==> src/rtl/pipelined_adder_pkg.sv <==
// pipelined_adder_pkg: shared types and elaboration helpers for pipelined_adder.
//   stage_ctl_t  - per-stage control record (valid, carry), embedded in the
//                  data-carrying stage record declared by the top module
//   slice_w      - bits handled by one pipeline slice
//   params_legal - WIDTH/STAGES legality check used at elaboration
package pipelined_adder_pkg;

    typedef struct packed {
        logic valid;
        logic carry;
    } stage_ctl_t;

    function automatic int slice_w(input int width, input int stages);
        return (stages > 0) ? width / stages : 1;
    endfunction

    function automatic bit params_legal(input int width, input int stages);
        return (stages >= 1) && (stages <= width) && (width % stages == 0);
    endfunction

endpackage

==> src/rtl/adder_slice.sv <==
// adder_slice: combinational W-bit ripple-carry adder, one per pipeline stage.
//   a, b  - slice operands
//   cin   - carry into bit 0 of the slice
//   sum   - a + b + cin, low W bits
//   cout  - carry out of bit W-1
module adder_slice #(
    parameter int W = 8
) (
    input  logic [W-1:0] a,
    input  logic [W-1:0] b,
    input  logic         cin,
    output logic [W-1:0] sum,
    output logic         cout
);
    logic [W:0] c;

    always_comb begin
        c    = '0;
        sum  = '0;
        c[0] = cin;
        for (int i = 0; i < W; i++) begin
            sum[i]   = a[i] ^ b[i] ^ c[i];
            c[i+1]   = (a[i] & b[i]) | (c[i] & (a[i] ^ b[i]));
        end
        cout = c[W];
    end

endmodule

==> src/rtl/pipelined_adder.sv <==
// pipelined_adder: WIDTH-bit adder split into STAGES ripple slices, one
// register boundary per slice, valid/ready handshake on both sides.
//   clk_i, rst_n        - clock (rising edge), async active-low reset
//   valid_i / ready_o   - operand pair handshake
//   src1_i, src2_i,cin_i- operands and carry-in
//   valid_o / ready_i   - result handshake
//   sum_o, cout_o       - registered sum and carry-out
//   ovf_o               - signed overflow, only when PIPE_ADDER_OVF_EN is defined
// Each stage register holds: valid, carry, finished low sum bits and the
// still-pending high operand bits. The last stage register is the output.
module pipelined_adder
    import pipelined_adder_pkg::*;
#(
    parameter int WIDTH  = 32,
    parameter int STAGES = 4
) (
    input  logic             clk_i,
    input  logic             rst_n,
    input  logic             valid_i,
    output logic             ready_o,
    input  logic [WIDTH-1:0] src1_i,
    input  logic [WIDTH-1:0] src2_i,
    input  logic             cin_i,
    output logic             valid_o,
    input  logic             ready_i,
    output logic [WIDTH-1:0] sum_o,
`ifdef PIPE_ADDER_OVF_EN
    output logic             cout_o,
    output logic             ovf_o
`else
    output logic             cout_o
`endif
);
    localparam int SW   = slice_w(WIDTH, STAGES);
    localparam int LAST = STAGES - 1;

    if (!params_legal(WIDTH, STAGES)) begin : g_bad_params
        $error("pipelined_adder: WIDTH must be a non-zero multiple of STAGES");
    end

    typedef struct packed {
        stage_ctl_t       ctl;
        logic [WIDTH-1:0] sum;
        logic [WIDTH-1:0] a;
        logic [WIDTH-1:0] b;
    } stage_t;

    stage_t [STAGES-1:0] st_q;
    logic   [STAGES-1:0] en;    // stage k may load this edge

    // A stage loads when it is empty or its contents move on; the chain
    // starts at the output handshake so bubbles anywhere collapse.
    always_comb begin
        en       = '0;
        en[LAST] = !st_q[LAST].ctl.valid || ready_i;
        for (int k = LAST - 1; k >= 0; k--)
            en[k] = !st_q[k].ctl.valid || en[k+1];
    end

    assign ready_o = en[0];

`ifdef PIPE_ADDER_OVF_EN
    logic last_a_msb, last_b_msb, last_s_msb, last_vld;
`endif

    for (genvar k = 0; k < STAGES; k++) begin : g_stage
        stage_t        src;
        stage_t        nxt;
        logic [SW-1:0] s_slice;
        logic          c_slice;

        if (k == 0) begin : g_head
            always_comb begin
                src           = '0;
                src.ctl.valid = valid_i;
                src.ctl.carry = cin_i;
                src.a         = src1_i;
                src.b         = src2_i;
            end
        end else begin : g_body
            assign src = st_q[k-1];
        end

        adder_slice #(.W(SW)) u_slice (
            .a    (src.a[k*SW +: SW]),
            .b    (src.b[k*SW +: SW]),
            .cin  (src.ctl.carry),
            .sum  (s_slice),
            .cout (c_slice)
        );

        always_comb begin
            nxt                   = src;
            nxt.ctl.carry         = c_slice;
            nxt.sum[k*SW +: SW]   = s_slice;
            // operand bits at or below this slice are consumed
            nxt.a[(k+1)*SW-1:0]   = '0;
            nxt.b[(k+1)*SW-1:0]   = '0;
        end

        // Bubbles only clear the valid bit; data and carry are left alone.
        always_ff @(posedge clk_i or negedge rst_n) begin
            if (!rst_n)
                st_q[k] <= '0;
            else if (en[k] && src.ctl.valid)
                st_q[k] <= nxt;
            else if (en[k])
                st_q[k].ctl.valid <= 1'b0;
        end

`ifdef PIPE_ADDER_OVF_EN
        if (k == LAST) begin : g_sign
            assign last_a_msb = src.a[WIDTH-1];
            assign last_b_msb = src.b[WIDTH-1];
            assign last_s_msb = s_slice[SW-1];
            assign last_vld   = src.ctl.valid;
        end
`endif
    end

    assign valid_o = st_q[LAST].ctl.valid;
    assign sum_o   = st_q[LAST].sum;
    assign cout_o  = st_q[LAST].ctl.carry;

    // Pending-operand fields of the last stage are always empty.
    logic unused_tail;
    assign unused_tail = ^{st_q[LAST].a, st_q[LAST].b};

`ifdef PIPE_ADDER_OVF_EN
    logic ovf_q;
    always_ff @(posedge clk_i or negedge rst_n) begin
        if (!rst_n)
            ovf_q <= 1'b0;
        else if (en[LAST] && last_vld)
            ovf_q <= (last_a_msb == last_b_msb) && (last_s_msb != last_a_msb);
    end
    assign ovf_o = ovf_q;
`endif

endmodule
==> config.mk <==
export PLATFORM = sky130hd
export DESIGN_NAME = pipelined_adder
export DESIGN_NICKNAME = d
export VERILOG_FILES = /design/src/rtl/pipelined_adder_pkg.sv /design/src/rtl/adder_slice.sv /design/src/rtl/pipelined_adder.sv
export SDC_FILE = /design/constraint.sdc
export NUM_CORES = 1
export LEC_CHECK = 0
export CAP_MARGIN = 25
export CORE_MARGIN = 5
export CORE_UTILIZATION = 52
export CTS_BUF_LIST = sky130_fd_sc_hd__clkbuf_4
export DETAILED_ROUTE_END_ITERATION = 7
export GPL_TIMING_DRIVEN = 0
export PLACE_DENSITY = 0.83
export SLEW_MARGIN = 20
export SYNTH_ARGS = -nofsm -noshare
export SYNTH_HDL_FRONTEND = slang
export SYNTH_SLANG_ARGS = --single-unit
export TNS_END_PERCENT = 10
==> constraint.sdc <==
create_clock -name clk_i -period 4 [get_ports clk_i]
set_input_delay 0.8 -clock clk_i [delete_from_list [all_inputs] [get_ports clk_i]]
set_output_delay 0.8 -clock clk_i [all_outputs]
set_load 0.02 [all_outputs]
### After elaboration in Yosys (flattened, before gate mapping)

Cells that the tools add are included.
W data, S select, Z words.

* bits in registers: 184
* latch bits: 0
* memory bits (writable): 0
* memory bits (read-only): 0
* input bits: 69
* output and inout bits: 35
* word-level logic and storage cells: 202
* memories: 0

* add/sub/neg operators: 0
* $mul: 0
* divide/modulo/power cells: 0
* order comparisons: 0
* eq/ne operators: 0
* shift operators: 0
* muxes and demuxes: 8
* bitwise gates (word level): 160
* reduce and logical (&&, ||, !) cells: 16

Operator list (count)
* $and A1 B1 Y1: 64
* $xor A1 B1 Y1: 64
* $or A1 B1 Y1: 32
* $mux W1: 8
* $reduce_bool A2 Y1: 4
* $logic_and A1 B1 Y1: 4
* $logic_not A1 Y1: 4
* $logic_or A1 B1 Y1: 4

### Longest topological paths before layout

* depth in word-level cells: 17
* gate-level depth with buffers: 12
* mapped depth without buffers: 12

### Hierarchy

Synthesis repeated with hierarchy kept, for this count alone.

* cell total of the unflattened synthesis: 467
* area, all modules: 7616.1 µm²

Modules (own cells, without submodules)
* pipelined_adder: instances 1, cells an instance 395, area an instance 6825.3 µm², sequential area each 4604.4 µm²
* adder_slice: instances 4, cells an instance 18, area an instance 197.7 µm², sequential area each 0.0 µm²

### Worst setup path before layout

No wires, ideal clock.

* path kind: in2reg
* start: input port src1_i[0]
* end: register st_q, in the netlist g_stage[1].nxt[71]
* library setup time: 79 ps
* data arrival time: 3892 ps
* required time: 3921 ps
* path slack: 28 ps
* stages on the path: 12
* buffers on the path: 0
* cell sequence: fa_1 > inv_1 > fa_1 > inv_1 > fa_1 > fa_1 > fa_1 > fa_1 > fa_1 > inv_1 > fa_1 > mux2i_1

* word-level cells in the longest chain between the ends: 16
* elaborated cells between the ends (all ways): 17
* those cells by class: bitwise: 17

Ends and longest elaborated chain
* from (decl): RTL line pipelined_adder.sv:21 `input logic [WIDTH-1:0] src1_i,`
* $xor A1 B1 Y1: RTL line adder_slice.sv:23 `c[i+1] = (a[i] & b[i]) | (c[i] & (a[i] ^ b[i]));`
* $and A1 B1 Y1: RTL line adder_slice.sv:23
* $or A1 B1 Y1 (*): RTL line adder_slice.sv:23
* $and A1 B1 Y1 (*): RTL line adder_slice.sv:23
* $or A1 B1 Y1 (*): RTL line adder_slice.sv:23
* $and A1 B1 Y1 (*): RTL line adder_slice.sv:23
* $or A1 B1 Y1 (*): RTL line adder_slice.sv:23
* $and A1 B1 Y1 (*): RTL line adder_slice.sv:23
* $or A1 B1 Y1 (*): RTL line adder_slice.sv:23
* $and A1 B1 Y1 (*): RTL line adder_slice.sv:23
* $or A1 B1 Y1 (*): RTL line adder_slice.sv:23
* $and A1 B1 Y1 (*): RTL line adder_slice.sv:23
* $or A1 B1 Y1 (*): RTL line adder_slice.sv:23
* $and A1 B1 Y1 (*): RTL line adder_slice.sv:23
* $or A1 B1 Y1 (*): RTL line adder_slice.sv:23
* $xor A1 B1 Y1 (*): RTL line adder_slice.sv:22 `sum[i] = a[i] ^ b[i] ^ c[i];`
* to (signal, indexed assignment): RTL line pipelined_adder.sv:106 `st_q[k] <= nxt;`
* to (decl): RTL line pipelined_adder.sv:48 `stage_t [STAGES-1:0] st_q;`

Mark *: on every way between the ends. The rest lies on a longest branch, timed or not.
A chain may end at the register's enable or synchronous reset.

### Final worst setup path

Ends and elaborated chain as after synthesis.

==> run metrics <==
outcome=finished clean; global-route wire length before repair=24100 um; Post-Place Worst Slack=-676 ps; final period demand of the worst path=3880 ps; dpl hpwl=10500 um; layout cells sized above 1=0.368; worst-path fanout max=1; CP required=4490 ps; die extent in y=132 um; Vias/cell=~5.1; Critical Path Start=src1_i[0]; Total Power=6180 uW; Initial Util=0.530; core area=between 10000 and 15000 sq um; Post-CTS Setup Bufs=0; Worst-path clk slew=~140 ps; R2R Path Start=g_stage[2].src[16]$_DFFE_PN0P_; Worst Hold Class=input port to asynchronous set/reset pin; H-tree Lvls=4; drc violations=0; fin crit share=0.970; unrepaired setup endpoints after global routing=no; Mapped Nets=between 500 and 600; GRT overflow=0; Worst VDD drop=roughly 0.00030 V; net count reported at finish=roughly 690; PwrDens=between 600 and 700 nW/um^2; final setup violation count=0; total iterations of the first detailed-routing run=4; Final Max Tran Viols=0; Inst Count DP=around 760; Max-slew headroom=0.481; I/O Pins=104; drt total wl=roughly 15000 um; number of port buffers=~100; synthesized area per cell=16.4 sq um; Util after Layout=0.646; post-synthesis cell area=between 7000 and 8000 sq um; clock sinks=~180; Die X-Extent=132 um; total number of vias=between 4000 and 5000; routability cong.=around 0.75; clk_lat worst skew=~560 ps; Max Freq=~260 MHz; YS warnings=0; Max-Cap Viols=0; Post-Layout Cell Count=roughly 790; initial antenna violation count=1; vias in the first global route=4676; post-DR wirelength/cell=~18 um; fin worst setup slack=approximately 120 ps; CP Class=input port to register; Seq/Total Area, Yosys=0.598; synthesized flop and latch total=~180; Slew @ Worst Pin=approximately 780 ps; Hold Violations, Final=0; root buffer cell=clkbuf_4; Total GRT Usage=0.176; CTS tree=done; Leak=about 0.0042 uW; post-route ant nets=0; # rows=44; area grow syn2layout=22.0%; DR iter-0 viols=about 220; WP data arrival=4370 ps; Netlist cell types=15; Die Area=~17000 sq um; startpoint types=input port; Worst Skew=roughly 17 ps; crit end category=register; largest net degree at the start of global routing=105; cells after synthesis=between 400 and 500; number of buffers created by CTS=17; Clock Path Buffers=2
==> cell families after synthesis <==
logic type	after synthesis	share of synthesized area
DFF	184	0.598
muxes	175	0.268
buffers and inverters	56	0.0335
adders and majority gates	32	0.0832
and+or+nand+nor	12	0.00959
AOI/OAI and AO/OA	11	0.00796
==> power breakdown <==
part | internal (uW) | total (uW) | switching [uW]
registers | 2510 | 2900 | 391
clock network | 686 | 1300 | 614
logic | 1130 | 1980 | 847
total | 4330 | 6180 | 1850
==> flip-flops by register name, summed over array words and instances (netlist names) <==
register / flops
sum_o: 32
valid_o: 1
cout_o: 1
g_stage.src: 51
g_stage.nxt: 99
==> worst max-delay path: stages <==
cell	delay, ps
clkdlybuf4s50_1	440
fa_1	430
inv_1	80
fa_1	160
inv_1	50
fa_2	340
fa_2	350
fa_2	350
fa_2	360
fa_1	360
inv_1	70
fa_1	420
mux2i_1	150
==> repair_timing <==
action                                  CTS  global route
pin swaps                                 0             0
resized for setup                         2             2
hold buffers                              0             0
gates cloned                              0             0
endpoints found under the setup margin    1             1
==> routing by layer <==
| metal | track usage | wire length [um] |
|---|---|---|
| met1 | 0.220 | 6230 |
| met2 | 0.302 | 7670 |
| met3 | 0.0375 | 441 |
| met4 | 0.0640 | 241 |
| met5 | 0 | 0 |
==> path summary, 6_finish.rpt <==
| kind | end | slack (ps) | cells past startpoint |
|---|---|---|---|
| worst max-delay path | g_stage[1].nxt[71]$_DFFE_PN0P_ | 120 | 13 |
| worst min-delay path | g_stage[1].src[40]$_DFFE_PN0P_ | 250 | 1 |
| worst max register to register | g_stage[3].nxt[87]$_DFFE_PN0P_ | 170 | 12 |
| worst min register to register | g_stage[3].nxt[74]$_DFFE_PN0P_ | 510 | 1 |
| max in group asynchronous | g_stage[1].nxt[57]$_DFFE_PN0P_ | 2870 | 2 |
| min in group clk_i | g_stage[3].nxt[74]$_DFFE_PN0P_ | 510 | 1 |
==> synth_stat cells, drive strengths merged <==
master,instances,area share
dfrtp,184,0.60
nand2b,4,0.0032
nand2,5,0.0024
o21ai,10,0.0065
mux2i,9,0.012
a21boi,1,0.0015
and4b,1,0.0018
nand4b,1,0.0011
mux2,166,0.26
buf,18,0.015
nand3b,1,0.00098
fa,32,0.083
inv,38,0.019
==> placed cells by master, fill, tap and decap left out <==
| cell type | synthesis | final |
|---|---|---|
| a21boi_2 | 1 | 1 |
| and4b_4 | 1 | 1 |
| buf_16 | 0 | 1 |
| buf_2 | 14 | 14 |
| buf_6 | 4 | 4 |
| buf_8 | 0 | 1 |
| bufinv_16 | 0 | 7 |
| clkbuf_4 | 0 | 18 |
| clkdlybuf4s50_1 | 0 | 102 |
| clkinv_1 | 0 | 1 |
| clkinv_2 | 0 | 3 |
| clkinv_4 | 0 | 1 |
| clkinvlp_4 | 0 | 2 |
| dfrtp_1 | 184 | 184 |
| diode_2 | 0 | 1 |
| fa_1 | 32 | 28 |
| fa_2 | 0 | 4 |
| inv_1 | 38 | 38 |
| mux2_2 | 139 | 139 |
| mux2_4 | 27 | 27 |
| mux2i_1 | 9 | 9 |
| nand2_1 | 5 | 5 |
| nand2b_1 | 4 | 4 |
| nand3b_1 | 1 | 1 |
| nand4b_1 | 1 | 1 |
| o21ai_0 | 10 | 10 |
==> per-stage QoR <==
stage                     instance area (sq um)  setup TNS, ps  hold WS (ps)
final                                      9390              0           246
after global routing                       9390              0           286
after CTS                                  9390              0           242
after detailed placement                   8990          -1410           489
after global placement                     8960        -903090           483
after floorplan                            7700              0           467
==> layout make-up <==
class / instances / area, sq um
diodes: 1 / 2.50
plain buffers: 18 / 115
clock buffers: 18 / 135
clock inverters: 14 / 253
fillers: 1059 / 5140
inverters: 38 / 143
multi-input cells: 230 / 2850
flip-flops and latches: 184 / 4600
well taps: 184 / 230
repair buffers: 104 / 1060
(Power assumes the default switching activity.)
